`config.mk`:
```
export PLATFORM = sky130hd
export DESIGN_NAME = regf_cmd_loader
export DESIGN_NICKNAME = d
export VERILOG_FILES = /design/src/rtl/regf_cmd_loader.sv
export SDC_FILE = /design/constraint.sdc
export NUM_CORES = 1
export LEC_CHECK = 0
export ABC_AREA = 1
export CORE_ASPECT_RATIO = 1.4
export CORE_MARGIN = 1
export CORE_UTILIZATION = 52
export CTS_CLUSTER_DIAMETER = 40
export DETAILED_ROUTE_END_ITERATION = 6
export PLACE_DENSITY = 0.91
export RECOVER_POWER = 25
export SETUP_SLACK_MARGIN = 0.3
export SYNTH_ARGS = -nofsm -noshare
export SYNTH_HDL_FRONTEND = slang
export SYNTH_SLANG_ARGS = --single-unit
```
`constraint.sdc`:
```
create_clock -name clk -period 2.6 [get_ports clk]
set_input_delay 0.65 -clock clk [delete_from_list [all_inputs] [get_ports clk]]
set_output_delay 0.65 -clock clk [all_outputs]
set_load 0.02 [all_outputs]
```
`src/rtl/regf_cmd_loader.sv`:
```
// Command loader: serialises a 64-bit descriptor and an optional payload into
// byte writes on the regfile port, then holds cfg_valid until the engine is done.
//
// state | meaning
// IDLE  | waiting for a descriptor (o_desc_ready=1)
// DESC  | writing descriptor bytes 0..7 to DESC_BASE..DESC_BASE+7
// PLD   | accepting payload bytes and writing them from PLD_BASE upward
// HOLD  | regfile configured, o_cfg_valid=1 until i_engine_done
module regf_cmd_loader #(
  parameter int DESC_BASE = 1,
  parameter int PLD_BASE  = 9,
  parameter int MAX_PLD   = 23
) (
  input  logic        clk,
  input  logic        reset,
  input  logic        i_desc_valid,
  output logic        o_desc_ready,
  input  logic [63:0] i_desc,
  input  logic [4:0]  i_pld_len,
  input  logic        i_pld_valid,
  output logic        o_pld_ready,
  input  logic [7:0]  i_pld_data,
  output logic        o_wr_en,
  output logic [4:0]  o_addr,
  output logic [7:0]  o_data,
  output logic        o_cfg_valid,
  input  logic        i_engine_done,
  output logic        o_err,
  output logic        o_busy
);

  typedef enum logic [1:0] {IDLE, DESC, PLD, HOLD} state_t;

  state_t      state, next_state;
  logic [63:0] desc_q;
  logic [4:0]  len_q;
  logic [2:0]  byte_cnt;
  logic [2:0]  byte_nxt;
  logic [4:0]  pld_cnt;
  logic        desc_acc;
  logic        len_bad;
  logic        pld_acc;

  logic        wr_en_d;
  logic [4:0]  addr_d;
  logic [7:0]  data_d;
  logic        cfg_valid_d;
  logic        err_d;
  logic        busy_d;

  assign o_desc_ready = (state == IDLE);
  assign o_pld_ready  = (state == PLD) && (pld_cnt < len_q);
  assign desc_acc     = i_desc_valid && o_desc_ready;
  assign len_bad      = (i_pld_len > 5'(MAX_PLD));
  assign pld_acc      = i_pld_valid && o_pld_ready;
  assign byte_nxt     = byte_cnt + 3'd1;

  always_ff @(posedge clk or negedge reset) begin
    if (!reset) state <= IDLE;
    else        state <= next_state;
  end

  always_comb begin
    next_state = state;
    case (state)
      IDLE: if (desc_acc && !len_bad) next_state = DESC;
      DESC: if (byte_cnt == 3'd7) next_state = (len_q != 5'd0) ? PLD : HOLD;
      PLD:  if (pld_cnt == len_q) next_state = HOLD;
      HOLD: if (i_engine_done) next_state = IDLE;
      default: next_state = IDLE;
    endcase
  end

  // Next values of the registered outputs; addr/data hold when no write is issued.
  always_comb begin
    wr_en_d = 1'b0;
    addr_d  = o_addr;
    data_d  = o_data;
    err_d   = 1'b0;
    case (state)
      IDLE: begin
        if (desc_acc) begin
          if (len_bad) begin
            err_d = 1'b1;
          end else begin
            wr_en_d = 1'b1;
            addr_d  = 5'(DESC_BASE);
            data_d  = i_desc[7:0];
          end
        end
      end
      DESC: begin
        if (byte_cnt != 3'd7) begin
          wr_en_d = 1'b1;
          addr_d  = 5'(DESC_BASE) + {2'b00, byte_nxt};
          data_d  = desc_q[{byte_nxt, 3'b000} +: 8];
        end
      end
      PLD: begin
        if (pld_acc) begin
          wr_en_d = 1'b1;
          addr_d  = 5'(PLD_BASE) + pld_cnt;
          data_d  = i_pld_data;
        end
      end
      default: ;
    endcase
    cfg_valid_d = (next_state == HOLD);
    busy_d      = (next_state != IDLE);
  end

  always_ff @(posedge clk or negedge reset) begin
    if (!reset) begin
      desc_q      <= '0;
      len_q       <= '0;
      byte_cnt    <= '0;
      pld_cnt     <= '0;
      o_wr_en     <= 1'b0;
      o_addr      <= '0;
      o_data      <= '0;
      o_cfg_valid <= 1'b0;
      o_err       <= 1'b0;
      o_busy      <= 1'b0;
    end else begin
      o_wr_en     <= wr_en_d;
      o_addr      <= addr_d;
      o_data      <= data_d;
      o_cfg_valid <= cfg_valid_d;
      o_err       <= err_d;
      o_busy      <= busy_d;
      if (desc_acc && !len_bad) begin
        desc_q   <= i_desc;
        len_q    <= i_pld_len;
        byte_cnt <= 3'd0;
        pld_cnt  <= 5'd0;
      end else if (state == DESC) begin
        byte_cnt <= byte_nxt;
      end else if (pld_acc) begin
        pld_cnt <= pld_cnt + 5'd1;
      end
    end
  end

endmodule

```
# Word level (Yosys, flattened, before mapping)
# Index checks and enable logic that the tools add are counted.
[op_classes]
add_sub_neg = 4
magnitude_cmp = 2
eq_ne = 12
shifts = 1
n_mux = 29
reduce_logical = 13
[ops]
columns = ["op", "count"]
rows = [
  ["$shiftx A64 B7 Y8", 1],
  ["$mux W5", 7],
  ["$mux W8", 4],
  ["$pmux W8 S3", 1],
  ["$pmux W5 S3", 1],
  ["$mux W1", 8],
  ["$mux W2", 4],
  ["$ne A2 B2 Y1 const B", 4],
  ["$pmux W2 S4", 1],
  ["$eq A2 B2 Y1 const B", 3],
  ["$mux W3", 2],
  ["$reduce_bool A2 Y1", 3],
  ["$add A4 B5 Y5 const A", 1],
  ["$add A5 B1 Y5 const B", 1],
  ["$eq A5 B5 Y1", 1],
  ["$gt A5 B5 Y1 const B", 1],
  ["$lt A5 B5 Y1", 1],
  ["$reduce_and A5 Y1", 1],
  ["$reduce_bool A5 Y1", 1],
  ["$add A1 B3 Y4 const A", 1],
  ["$logic_and A1 B1 Y1", 4],
  ["$add A3 B1 Y3 const B", 1],
  ["$eq A3 B3 Y1 const B", 1],
  ["$ne A3 B3 Y1 const B", 1],
  ["other kinds (7)", 7],
]
[totals]
reg_bits = 96
out_inout_bits = 19
word_cells = 72

# Longest topological paths before layout
# Gate-level depths: netlist of the first run.
[depth]
word_depth = 6
ltp_mapped = 13
ltp_nobuf = 10

# Least setup slack after synthesis of the first run
# OpenSTA, ideal clock, no wires.
[synth_path]
kind = "flip-flop to flip-flop"
from = "reg byte_cnt[0]"
to = "reg o_data[5]"
setup_time_ns = 0.074
arrival_time_ns = 1.825
required_ns = 2.526
setup_slack_ns = 0.702
stages_incl_launch_ff = 14
n_path_buf = 4
period_less_slack_ns = 1.898
cell_sequence = "dfrtp_1 buf_2 inv_2 buf_4 ha_1 buf_2 inv_2 buf_2 nand3_1 nand2_1 nand2_1 nand3_1 nand2_1 o21ai_2"
[synth_between]
elab_chain_cells = 4
elab_cells_between_ends = 7
[synth_lines]
columns = ["element", "line", "source"]
rows = [
  ["start, declared", "37", "logic [2:0] byte_cnt;"],
  ["start signal, assigned", "137", "byte_cnt <= byte_nxt;"],
  ["$add A3 B1 Y3", "56", "assign byte_nxt = byte_cnt + 3'd1;"],
  ["$shiftx A64 B7 Y8", "96", "data_d = desc_q[{byte_nxt, 3'b000} +: 8];"],
  ["$mux W8", "93", "if (byte_cnt != 3'd7) begin"],
  ["$pmux W8 S3", "80", "case (state)"],
  ["end signal, assigned", "127", "o_data <= data_d;"],
  ["end, declared", "25", "output logic [7:0] o_data,"],
]
# Several ways; a longest one is shown, not always the timed one. The select of a mux whose other input is x is not followed.
# A chain may end at the register's enable or synchronous reset.

# Worst setup path after layout of the first run
[layout_path]
from = "reg len_q[4]"
to = "out o_pld_ready"
[layout_between]
elab_chain_cells = 2
[layout_lines]
columns = ["element", "line", "source"]
rows = [
  ["start, declared", "36", "logic [4:0] len_q;"],
  ["start signal, assigned", "133", "len_q <= i_pld_len;"],
  ["$lt A5 B5 Y1", "52", "assign o_pld_ready = (state == PLD) && (pld_cnt < len_q);"],
  ["$logic_and A1 B1 Y1", "52", ""],
  ["end, declared", "21", "output logic o_pld_ready,"],
]
# No other way between the ends.

==> results of run 1 <==
==> report_power, final <==
part / total [mW] / leakage [nW] / internal, mW / switching (mW)
sequential: 2.49 / 1.19 / 2.18 / 0.307
clock: 1.45 / 0.163 / 0.922 / 0.529
combinational: 3.62 / 1.87 / 1.33 / 2.29
total: 7.56 / 3.23 / 4.43 / 3.12
==> cell families after synthesis <==
kind of cell             Yosys count  share of synthesized area
AND/OR/NAND/NOR                  310                      0.253
buffers and inverters            134                      0.110
AO/OA/AOI/OAI                    106                      0.115
flip-flops                        96                      0.486
adder cells (fa/ha/maj)           14                     0.0354
XOR/XNOR                           1                    0.00177
==> worst paths after layout <==
kind | startpoint | to | slack, ps | depth (start not counted)
worst min-delay path | desc_q[0] | desc_q[0] | 490 | 2
min in group asynchronous | reset | o_data[2] | 510 | 1
worst max-delay path | len_q[4] | o_pld_ready | 320 | 7
worst max register to register | state[1] | o_addr[0] | 480 | 5
worst min register to register | desc_q[0] | desc_q[0] | 490 | 2
max in group asynchronous | reset | state[0] | 640 | 2
==> per-layer routing <==
layer,vias up,GRT usage,part of all wire
met5,-,0,0
met4,0,0.162,0.051
met3,49,0.0450,0.040
met2,166,0.445,0.51
met1,2137,0.313,0.40
li1,2240,-,-
==> layout by cell type, fill, tap and decap left out, types with 2 or more instances in the layout <==
cell	n
a21oi_1	12
buf_4	10
bufinv_16	2
clkbuf_1	2
clkbuf_16	9
clkbuf_8	3
clkdlybuf4s50_1	97
clkinv_1	2
dfrtp_1	95
ha_1	13
inv_1	97
inv_2	6
nand2_1	241
nand3_1	46
nand4_1	4
nor2_1	9
nor3_1	4
o21ai_0	76
o21ai_1	7
o21ai_2	7
or2_2	2
==> flip-flops by register name, summed over array words and instances, names as in the netlist <==
name         count
pld_cnt          5
o_addr           5
desc_q          64
byte_cnt         3
o_err            1
o_cfg_valid      1
o_wr_en          1
o_data           8
len_q            5
o_busy           1
state            2
==> area by class of cell <==
type                            count  area (um^2)  share of cell area
Tap cell                          107          134              0.0210
Timing Repair Buffer              112         1100               0.172
Clock inverter                      2         60.1             0.00941
Sequential cell                    96         2400               0.376
Clock buffer                       14          274              0.0429
Inverter                          105          394              0.0617
Multi-Input combinational cell    431         2020               0.316
==> per-stage QoR <==
stage	area, um^2	setup slack, ps	instances	util	hold slack (ps)
final	6380	325	867	0.699	486
after global routing	6380	260	867	0.699	506
after CTS	6370	207	865	0.697	337
after detailed placement	6010	223	847	0.659	473
after global placement	6010	282	847	0.659	466
after floorplan	4950	702	661	-	354
==> worst max-delay path, delay by kind of cell, from the launching register on <==
family,cells,cell delay (ps)
adder cells (fa/ha/maj),1,260
buffers and inverters,3,260
AND/OR/NAND/NOR,3,400
flip-flops,1,370
==> what timing repair did <==
item	CTS	global route
hold buffers	0	0
gates resized for setup	5	7
setup buffers	2	2
pin swaps	0	5
setup endpoints to repair	2	1
==> metrics.md, run 1 <==
| Metric | Value |
|---|---|
| Status | `complete, but fails checks` |
| Violated checks | `design-rule violations` |
| CP Capture Type | `output pin` |
| # rows | `41` |
| GR Overflow Total | `0` |
| Final Cycle Share | `0.875` |
| Slowest-stage cell, CP | `dfrtp_1` |
| Die W | `84.4 um` |
| Initial core utilization | `0.542` |
| Yosys warnings | `0` |
| Cell Area, Synth | `4950 um^2` |
| Routed WL | `12600 um` |
| Initial antenna violation count | `0` |
| Final Wtd Congestion | `0.899` |
| Pre-Repair DR Iteration Count | `7` |
| Asr flop ratio synth | `1.00` |
| Cell area power density | `1180 nW/um^2` |
| Routed vias | `4592` |
| Sequential area share after synthesis | `0.486` |
| Root Driver | `clkbuf_16` |
| FMAX | `0.439 GHz` |
| Initial detailed-routing violation count | `398` |
| Post-synth EDFFs | `0` |
| GRT Overall Usage | `0.264` |
| Final setup fails | `0` |
| Unrepaired setup endpoints after global routing | `yes` |
| Ports | `101` |
| Antenna-violating nets left | `0` |
| Largest net degree at the start of global routing | `114` |
| Crit-path max FO | `3` |
| Crit-path max cell delay | `370 ps` |
| Clk pin slew, worst setup/hold paths | `60 ps` |
| Top-count cell post-synth | `nand2_1` |
| Fin. max-slew vios | `0` |
| Hold Path Class | `register to register` |
| Slew @ Worst Pin | `1130 ps` |
| Leakage power | `3.23 nW` |
| DP HPWL | `9090 um` |
| DRC violations left | `8` |
| Worst Setup Start Kind | `register` |
| Mapped Cells | `661` |
| Ys flop type | `dfrtp_1` |
| Cell breakdown of the critical path | `inv_1 > ha_1 > nand2_1 > inv_1 > nor2_1 > and3_4 > buf_6` |
| Total power | `7.56 mW` |
| Area share of the largest cell type after synthesis | `0.486` |
| Worst skew pair latency | `340 ps` |
| # diodes | `0` |
| Mean Syn Cell Area | `7.48 um^2` |
| Synth Register Bits | `96` |
| CP Data Required Time | `1950 ps` |
| Core Area | `9130 um^2` |
| CTS buffer count | `9` |
| Setup Skew | `10.5 ps` |
| Commonest cells post-synth | `nand2_1, inv_1, dfrtp_1` |
| Most frequent CP cell | `inv_1` |
| Chip Height | `117 um` |
| Port Buffers | `100` |
| # nets final | `851` |
| Net count after synthesis | `757` |
| Vias in the first global route | `4557` |
| Synth unique cells | `27` |
| CTS tree | `done` |
| Crit path arrival time | `1630 ps` |
| Peak VDD IR | `735 uV` |
| Vias per cell | `5.30` |
| Share of layout cells above drive strength 1 | `0.0632` |
| Die area | `9910 um^2` |
| Biggest area contributors in the synthesized netlist | `dfrtp_1, nand2_1, o21ai_0` |
| WL per Instance | `14.5 um` |
| Area delta synth->final | `29.1%` |
| Post-synth top area cell | `dfrtp_1` |
| Final worst path period need | `2280 ps` |
| Hold Fails Final Rpt | `0` |
| # clock sinks | `96` |
| Relative max-transition margin | `0.249` |
| CTS HTree Levels | `3` |
| Worst-case clock buffer depth | `2` |
| Critical path type | `register to output pin` |
| Setup TNS Final | `0 ps` |
| Max_cap viols | `0` |
| First-pass GRT wire length | `20600 um` |
| Filler cell count in the final layout | `702` |
Note: power is estimated with default switching activity, not from simulation.
==> inputs of run 2 (changes only) <==
--- a/config.mk
+++ b/config.mk
@@ -8,10 +8,10 @@
 export ABC_AREA = 1
 export CORE_ASPECT_RATIO = 1.4
 export CORE_MARGIN = 1
-export CORE_UTILIZATION = 52
+export CORE_UTILIZATION = 30
 export CTS_CLUSTER_DIAMETER = 40
 export DETAILED_ROUTE_END_ITERATION = 6
-export PLACE_DENSITY = 0.91
+export PLACE_DENSITY = 0.61
 export RECOVER_POWER = 25
 export SETUP_SLACK_MARGIN = 0.3
 export SYNTH_ARGS = -nofsm -noshare
==> run 2 against run 1 <==
Die area increased by 72%. The run now ends clean. Final cell count increased by 11%. Critical path type unchanged. Highest routed layer unchanged. Hold slack got worse by 22 ps. Register-to-register slack improved by 90 ps.
==> metrics.md, run 2 (synthesis results as in run 1) <==
| Metric | Value |
|---|---|
| Status | `complete, no violations` |
| CTS HTree Levels | `3` |
| Antenna-violating nets left | `0` |
| CTS Hold Bufs | `0` |
| # diodes | `0` |
| CP startpoint | `pld_cnt[2]` |
| Hold Path Class | `input port to async pin` |
| Ports | `101` |
| # nets final | `860` |
| Slowest-stage cell, CP | `dfrtp_2` |
| Critical path type | `register to output pin` |
| Max_cap viols | `0` |
| Final worst path period need | `2250 ps` |
| CTS tree | `done` |
| Largest net degree at the start of global routing | `50` |
| Max reg flops | `64` |
| Area delta synth->final | `31.7%` |
| Crit path arrival time | `1600 ps` |
| Hold Fails Final Rpt | `0` |
| Routed vias | `4392` |
| Port Buffers | `100` |
| Leakage power | `3.23 nW` |
| Total power | `7.35 mW` |
| # rows | `55` |
| Util after Layout | `0.403` |
| Root Driver | `clkbuf_16` |
| First-pass GRT wire length | `22000 um` |
| Setup TNS Final | `0 ps` |
| Cell family with most CP delay | `flip-flops` |
| Worst Setup Start Kind | `register` |
| Final setup fails | `0` |
| Pre-CTS setup slack | `260 ps` |
| Cell breakdown of the critical path | `ha_4 > nand2_1 > nor2_2 > nand2_1 > and3_4 > buf_6` |
| DP HPWL | `10100 um` |
| Initial antenna violation count | `0` |
| Cell area power density | `1130 nW/um^2` |
| Vias in the first global route | `4315` |
| R2R Path Start | `state[1]` |
| Worst skew pair latency | `340 ps` |
| Placed cell areas | `6170 um^2` |
| Fin. max-slew vios | `0` |
| Crit-path max FO | `5` |
| DRC violations left | `0` |
| Routed WL | `13600 um` |
| GR Overflow Total | `0` |
| Setup Skew | `5.13 ps` |
| CTS buffer count | `9` |
| WL per Instance | `14.1 um` |
| Final Wtd Congestion | `0.796` |
| Most frequent cells in the layout | `nand2_1, inv_1, clkdlybuf4s50_1` |
| Share of layout cells above drive strength 1 | `0.0758` |
| Crit-path max cell delay | `450 ps` |
| Worst setup margin | `348 ps` |
| FMAX | `0.444 GHz` |
| Initial detailed-routing violation count | `194` |
| Core Area | `16200 um^2` |
| CP Capture Type | `output pin` |
| Critical path buffer and inverter count | `1` |
| Unrepaired setup endpoints after global routing | `no` |
| Most frequent CP cell | `nand2_1` |
| Die area | `17000 um^2` |
| Final Cycle Share | `0.866` |
| Commonest non-fill, non-tap cell in the layout | `nand2_1` |
| Reg area | `2400 um^2` |
| Pre-Repair DR Iteration Count | `5` |
| CP Data Required Time | `1950 ps` |
| Filler cell count in the final layout | `1679` |
| Reg with most FFs | `desc_q` |
| Biggest regs | `desc_q x64, o_data x8` |
| Vias per cell | `4.56` |
| Final Cell Area | `6520 um^2` |
| Relative max-transition margin | `0.318` |
| Slew @ Worst Pin | `1020 ps` |
| Area of the multi-input gates | `2040 um^2` |
| Clk pin slew, worst setup/hold paths | `70 ps` |
| # clock sinks | `96` |
| Worst-case clock buffer depth | `2` |
| GRT Overall Usage | `0.163` |
| Die W | `111 um` |
| Chip Height | `154 um` |
| Peak VDD IR | `413 uV` |
| Initial core utilization | `0.306` |
-- run 2: layout make-up --
class                   instances  share of cell area
flip-flops and latches         96               0.369
multi-input cells             431               0.313
inverters                     105              0.0605
well taps                     199              0.0382
repair buffers                121               0.181
clock inverters                 1             0.00115
clock buffers                  11              0.0373
-- run 2: layer usage --
layer	GRT usage	up-vias	routed length (um)
met1	0.190	2053	5590
met5	0	-	0
met2	0.300	71	7280
met3	0.0256	20	416
li1	-	2248	-
met4	0.0603	0	293
-- run 2: metrics by stage --
step	hold WS (ps)	std cells
after detailed placement	474	944
after CTS	296	957
final	464	964
after global placement	465	944
after global routing	503	964
after floorplan	354	661
-- run 2: repair_timing --
| item | in CTS | in global routing |
|---|---|---|
| gates cloned | 0 | 0 |
| setup buffers | 1 | 7 |
| hold endpoints to repair | 0 | 0 |
| pin swaps | 0 | 4 |
| endpoints found under the setup margin | 2 | 1 |
| resized for setup | 3 | 13 |
-- run 2: where the power goes --
group | internal [mW] | leakage, nW | switching [mW] | total, mW
Clock | 0.654 | 0.119 | 0.530 | 1.18
Sequential | 2.18 | 1.19 | 0.281 | 2.46
Combinational | 1.40 | 1.92 | 2.31 | 3.70
Total | 4.23 | 3.23 | 3.12 | 7.35
-- run 2: worst reg2reg max path, cell delays in order, from the launching register on --
cell	delay, ps
dfrtp_1	450
inv_1	120
ha_1	270
nand2_1	120
inv_1	60
nor3_1	280
nand2_2	370
nand2_1	180
o21ai_2	60
-- run 2: path summary, 6_finish.rpt --
check                                   end  slack, ps  cells past startpoint
worst max-delay path            o_pld_ready        350                      6
worst min-delay path             desc_q[31]        460                      1
worst max register to register    o_addr[1]        570                      8
worst min register to register    o_addr[2]        480                      2
max in group asynchronous        desc_q[35]       1290                      2
min in group clk                  o_addr[2]        480                      2
==> inputs of run 3 (changes only) <==
--- a/config.mk
+++ b/config.mk
@@ -8,10 +8,10 @@
 export ABC_AREA = 1
 export CORE_ASPECT_RATIO = 1.4
 export CORE_MARGIN = 1
-export CORE_UTILIZATION = 30
+export CORE_UTILIZATION = 45
 export CTS_CLUSTER_DIAMETER = 40
 export DETAILED_ROUTE_END_ITERATION = 6
-export PLACE_DENSITY = 0.61
+export PLACE_DENSITY = 0.81
 export RECOVER_POWER = 25
 export SETUP_SLACK_MARGIN = 0.3
 export SYNTH_ARGS = -nofsm -noshare
==> constraint.sdc (replaced) <==
create_clock -name clk -period 2.85 [get_ports clk]
set_input_delay 0.7125 -clock clk [delete_from_list [all_inputs] [get_ports clk]]
set_output_delay 0.7125 -clock clk [all_outputs]
set_load 0.02 [all_outputs]
==> run 3 against run 2 <==
The flow now finishes with violations (max-capacitance violations, max-slew violations). Global-route usage grew 7.1 points. Critical path depth shrank 3. Hold slack gained 27 ps. Via count grew 2.4%. Highest routed layer unchanged. Count of clock-buffer cells in the layout shrank 1. Largest power group unchanged.
==> metrics.md, run 3 (synthesis results as in run 1) <==
| Metric | Value |
|---|---|
| Internal | `3.86 mW` |
| Antenna-violating nets left | `0` |
| CTS buffer count | `9` |
| Initial detailed-routing violation count | `350` |
| CP Capture Type | `output pin` |
| Cell area power density | `1060 nW/um^2` |
| DP HPWL | `9340 um` |
| Crit path arrival time | `1770 ps` |
| Final Cycle Share | `0.870` |
| Initial core utilization | `0.470` |
| Biggest regs | `desc_q x64, o_data x8` |
| First-pass GRT wire length | `21300 um` |
| GR Overflow Total | `0` |
| Total power | `6.70 mW` |
| GRT Overall Usage | `0.235` |
| Area delta synth->final | `28.3%` |
| Die W | `90.6 um` |
| Hold Path Class | `register to register` |
| Worst-case clock buffer depth | `2` |
| Setup TNS Final | `0 ps` |
| CP Data Required Time | `2140 ps` |
| Clk pin slew, worst setup/hold paths | `60 ps` |
| Initial antenna violation count | `0` |
| Crit-path max FO | `5` |
| Vias per cell | `5.03` |
| Peak VDD IR | `525 uV` |
| Comb power frac | `0.490` |
| Max_cap viols | `1` |
| Routed vias | `4499` |
| # diodes | `0` |
| Share of layout cells above drive strength 1 | `0.0542` |
| Pre-Repair DR Iteration Count | `5` |
| WL per Instance | `14.1 um` |
| Relative max-transition margin | `-0.288` |
| Commonest non-fill, non-tap cell in the layout | `nand2_1` |
| # nets final | `850` |
| Final Non-Filler Cells | `895` |
| Max reg flops | `64` |
| Dpl cells | `880` |
| # rows | `44` |
| Clock network power share | `0.173` |
| DRC violations left | `0` |
| Hold Fails Final Rpt | `0` |
| Switching part of the total | `0.424` |
| CTS HTree Levels | `3` |
| CTS Hold Bufs | `0` |
| Switch Pwr | `2.84 mW` |
| Final Wtd Congestion | `0.852` |
| CTS tree | `done` |
| Critical path type | `register to output pin` |
| Unrepaired setup endpoints after global routing | `no` |
| Final worst path period need | `2480 ps` |
| Core Area | `10500 um^2` |
| Seq pwr share | `0.338` |
| Most frequent cells in the layout | `nand2_1, inv_1, clkdlybuf4s50_1` |
| Routed WL | `12600 um` |
| Slew @ Worst Pin | `1930 ps` |
| Reg with most FFs | `desc_q` |
| Largest net degree at the start of global routing | `113` |
| Status | `complete, but fails checks` |
| Port Buffers | `100` |
| Final setup fails | `0` |
| Ports | `101` |
| Chip Height | `126 um` |
| Leakage power | `3.20 nW` |
| Worst Setup Start Kind | `register` |
| Die area | `11400 um^2` |
| Root Driver | `clkbuf_16` |
| Violated checks | `max-capacitance violations, max-slew violations` |
| Setup Skew | `6.43 ps` |
| Vias in the first global route | `4593` |
| Fin. max-slew vios | `35` |
| # clock sinks | `96` |
| FMAX | `0.403 GHz` |
| Worst skew pair latency | `340 ps` |
run 3: cell types whose count changed in the layout (fill, tap and decap cells not counted), sizes merged:
cell | previous run | this run
buf | 22 | 11
bufinv | 0 | 1
clkdlybuf4s50 | 97 | 98
clkinv | 2 | 4
dlygate4sd2 | 1 | 0
run 3: through the flow:
stage	hold slack, ps	area [um^2]	utilization	worst slack, ps
6_report	491	6350	0.604	371
3_5_place_dp	481	6070	0.577	393
5_1_grt	523	6350	0.604	331
3_3_place_gp	467	6070	0.577	467
4_1_cts	340	6350	0.604	318
2_1_floorplan	417	4950	-	952
run 3: cell type report:
cell class / count / area, um^2
fill: 940 / 4170
sequential: 96 / 2400
multi-input combinational: 431 / 2000
timing repair buffer: 111 / 1100
inverter: 105 / 394
clock buffer: 10 / 229
tap: 138 / 173
clock inverter: 4 / 47.5
run 3: timing repair:
item | in CTS | in global routing
gates resized for setup | 3 | 1
endpoints found under the setup margin | 1 | 1
setup buffers | 1 | 0
run 3: worst paths after layout:
path	from	to	slack, ps	cells past startpoint
min in group asynchronous	reset	o_err	910	1
max in group asynchronous	reset	desc_q[17]	830	2
worst min-delay path	o_addr[2]	o_addr[2]	490	2
worst max-delay path	state[1]	o_desc_ready	370	3
worst max register to register	pld_cnt[3]	o_data[3]	860	9
worst min register to register	o_addr[2]	o_addr[2]	490	2
run 3: per-layer routing:
metal / vias up / share of wire / global-route usage
met5: - / 0 / 0
met2: 168 / 0.51 / 0.412
met4: 0 / 0.042 / 0.127
li1: 2234 / - / -
met1: 2059 / 0.40 / 0.276
met3: 38 / 0.049 / 0.0326
run 3: worst max-delay path: stages (launching register included):
cell	delay, ps
dfrtp_1	430
inv_1	130
ha_1	240
clkdlybuf4s50_1	630
run 3: power by group through the flow:
stage	clock (mW)	sequential, mW	combinational (mW)
after CTS	1.17	2.26	3.28
final	1.16	2.26	3.28
after floorplan	0	2.32	2.18
after global routing	1.22	2.33	3.72
after detailed placement	0	2.29	3.25
after global placement	0	2.26	3.12
==> edit, RTL diff (settings of run 3) <==
The 4 states of `state_t` get a Gray code encoding in 2 bits.
--- a/src/rtl/regf_cmd_loader.sv
+++ b/src/rtl/regf_cmd_loader.sv
@@ -29,7 +29,7 @@
   output logic        o_busy
 );
 
-  typedef enum logic [1:0] {IDLE, DESC, PLD, HOLD} state_t;
+  typedef enum logic [1:0] {IDLE = 2'b00, DESC = 2'b01, PLD = 2'b11, HOLD = 2'b10} state_t;
 
   state_t      state, next_state;
   logic [63:0] desc_q;
Function: same outputs for any inputs over 10 cycles, from zero or initial values and one cycle with reset low; not proved beyond that.
==> edit against run 3 <==
Sequential power increased by 4%. Clock skew up 0.0052 ns. Clock power rose by 15%. Power grew 3.9%. Wire length increased by 0.26%. First-iteration DRC count fell by 0.57%. Synthesized area is 3.1% lower. Global-route usage up 0.77 points. Final area is 2.0% lower. Setup slack better by 0.085 ns. Sequential cell count unchanged. Sequential share of layout area increased by 0.80 points. Largest cell class unchanged. Largest power group unchanged. Highest routed layer unchanged.
==> edit: results (changes against run 3) <==
status=finished clean (was finished, violations left); Crit. Startpoint=pld_cnt[2]$_DFFE_PN0P_ (was state[1]$_DFF_PN0_); DP HPWL=8904 um (was 9340 um); Max Slew Vio Count=0 (was 35); FF/Latch Area=2404 um^2 (was 2402 um^2); vias in the first global route=4256 (was 4593); inverters=44 (was 105); Area contributors post-synth=dfrtp_1 (50%), nand2_1 (16%), o21ai_0 (8.4%) (was dfrtp_1 (49%), nand2_1 (18%), o21ai_0 (7.7%)); bufs w/o clock=112 (was 111); LEAKAGE=0.003044 uW (was 0.003198 uW); Final Skew=0.01166 ns (was 0.006425 ns); count of unique library cells instantiated by Yosys=32 (was 27); Fill cells=922 (was 940); Worst Hold Path EP=desc_q[37]$_DFFE_PN0P_ (was o_addr[2]$_DFFE_PN0P_); GR Util met2=0.4170 (was 0.4122); grt met1 use=0.2895 (was 0.2760); buffering overhead=0.1759 (was 0.1729); net count after synthesis=698 (was 757); maximum vdd drop=0.0005097 V (was 0.0005245 V); sequential fraction of the synthesis area=0.5014 (was 0.4857); total wire length=12660 um (was 12630 um); Worst Min Path Start=desc_q[37]$_DFFE_PN0P_ (was o_addr[2]$_DFFE_PN0P_); worst hold slack=0.4803 ns (was 0.4911 ns); reg2reg end=o_data[5]$_DFFE_PN0P_ (was o_data[3]$_DFFE_PN0P_); initial drt markers=348 (was 350); share of layout cells above drive strength 1=0.05857 (was 0.05416); M3 GR Usage=0.04307 (was 0.03261); multi-input gates=432 (was 431); CP Max Fanout=4 (was 5); crit path DAT=1.68 ns (was 1.77 ns); reg-to-reg startpoint=byte_cnt[0]$_DFFE_PN0P_ (was pld_cnt[3]$_DFFE_PN0P_); most frequent cells after synthesis=nand2_1 (199), dfrtp_1 (96), o21ai_0 (80) (was nand2_1 (241), inv_1 (98), dfrtp_1 (96)); Total GRT Usage=0.2426 (was 0.2349); largest net degree at the start of global routing=87 (was 113)
==> edit: how the worst max path moves through the flow <==
| stage | to | cells after the start |
|---|---|---|
| after floorplan | o_data[0]$_DFFE_PN0P_ | 11 |
| after global placement | o_data[0]$_DFFE_PN0P_ | 7 |
| after detailed placement | o_data[0]$_DFFE_PN0P_ | 7 |
| after CTS | o_pld_ready | 6 |
| after global routing | o_pld_ready | 7 |
| final | o_pld_ready | 6 |
==> edit: cell families (layout without fill, tap and decap cells) <==
kind of cell,count (synthesis),count (layout),synth area share
DFF,96,96,0.5014
xor gates and xnor gates,3,3,0.005485
AOI/OAI and AO/OA,118,118,0.1269
and+or+nand+nor,301,302,0.2690
buffers and inverters,80,172,0.07364
adders and majority gates,9,9,0.02351
==> edit: power breakdown <==
part	switching, uW	leakage [uW]	internal (uW)
Sequential	352	0.00118	1990
Combinational	2060	0.00171	1230
Clock	511	0.000159	818
==> edit: through the flow <==
stage               cell area [um^2]  std cells  worst slack (ns)
finish                          6217        838            0.4555
global route                    6217        838            0.3745
CTS                             6205        836            0.3294
detailed placement              5862        819           0.01718
global placement                5862        819           0.08473
floorplan                       4791        607            0.8013
==> edit: timing repair <==
item                                    CTS  global route
pin swaps                                 0             2
setup buffers                             1             1
cloned                                    0             1
endpoints found under the setup margin    1            29
gates resized for setup                   4             2
==> edit: routing by layer <==
metal / vias to the layer above / part of all wire
li1: 2143 / -
met1: 2121 / 0.40
met2: 143 / 0.52
met3: 37 / 0.045
met4: 0 / 0.036
met5: - / 0
==> edit: worst max-delay path, stage by stage, from the launching register on <==
cell and delay [ns]:
dfrtp_2 0.44, ha_1 0.30, nand2_1 0.06, nor2_2 0.12, nand2_1 0.09, and3_1 0.16
buf_2 0.16
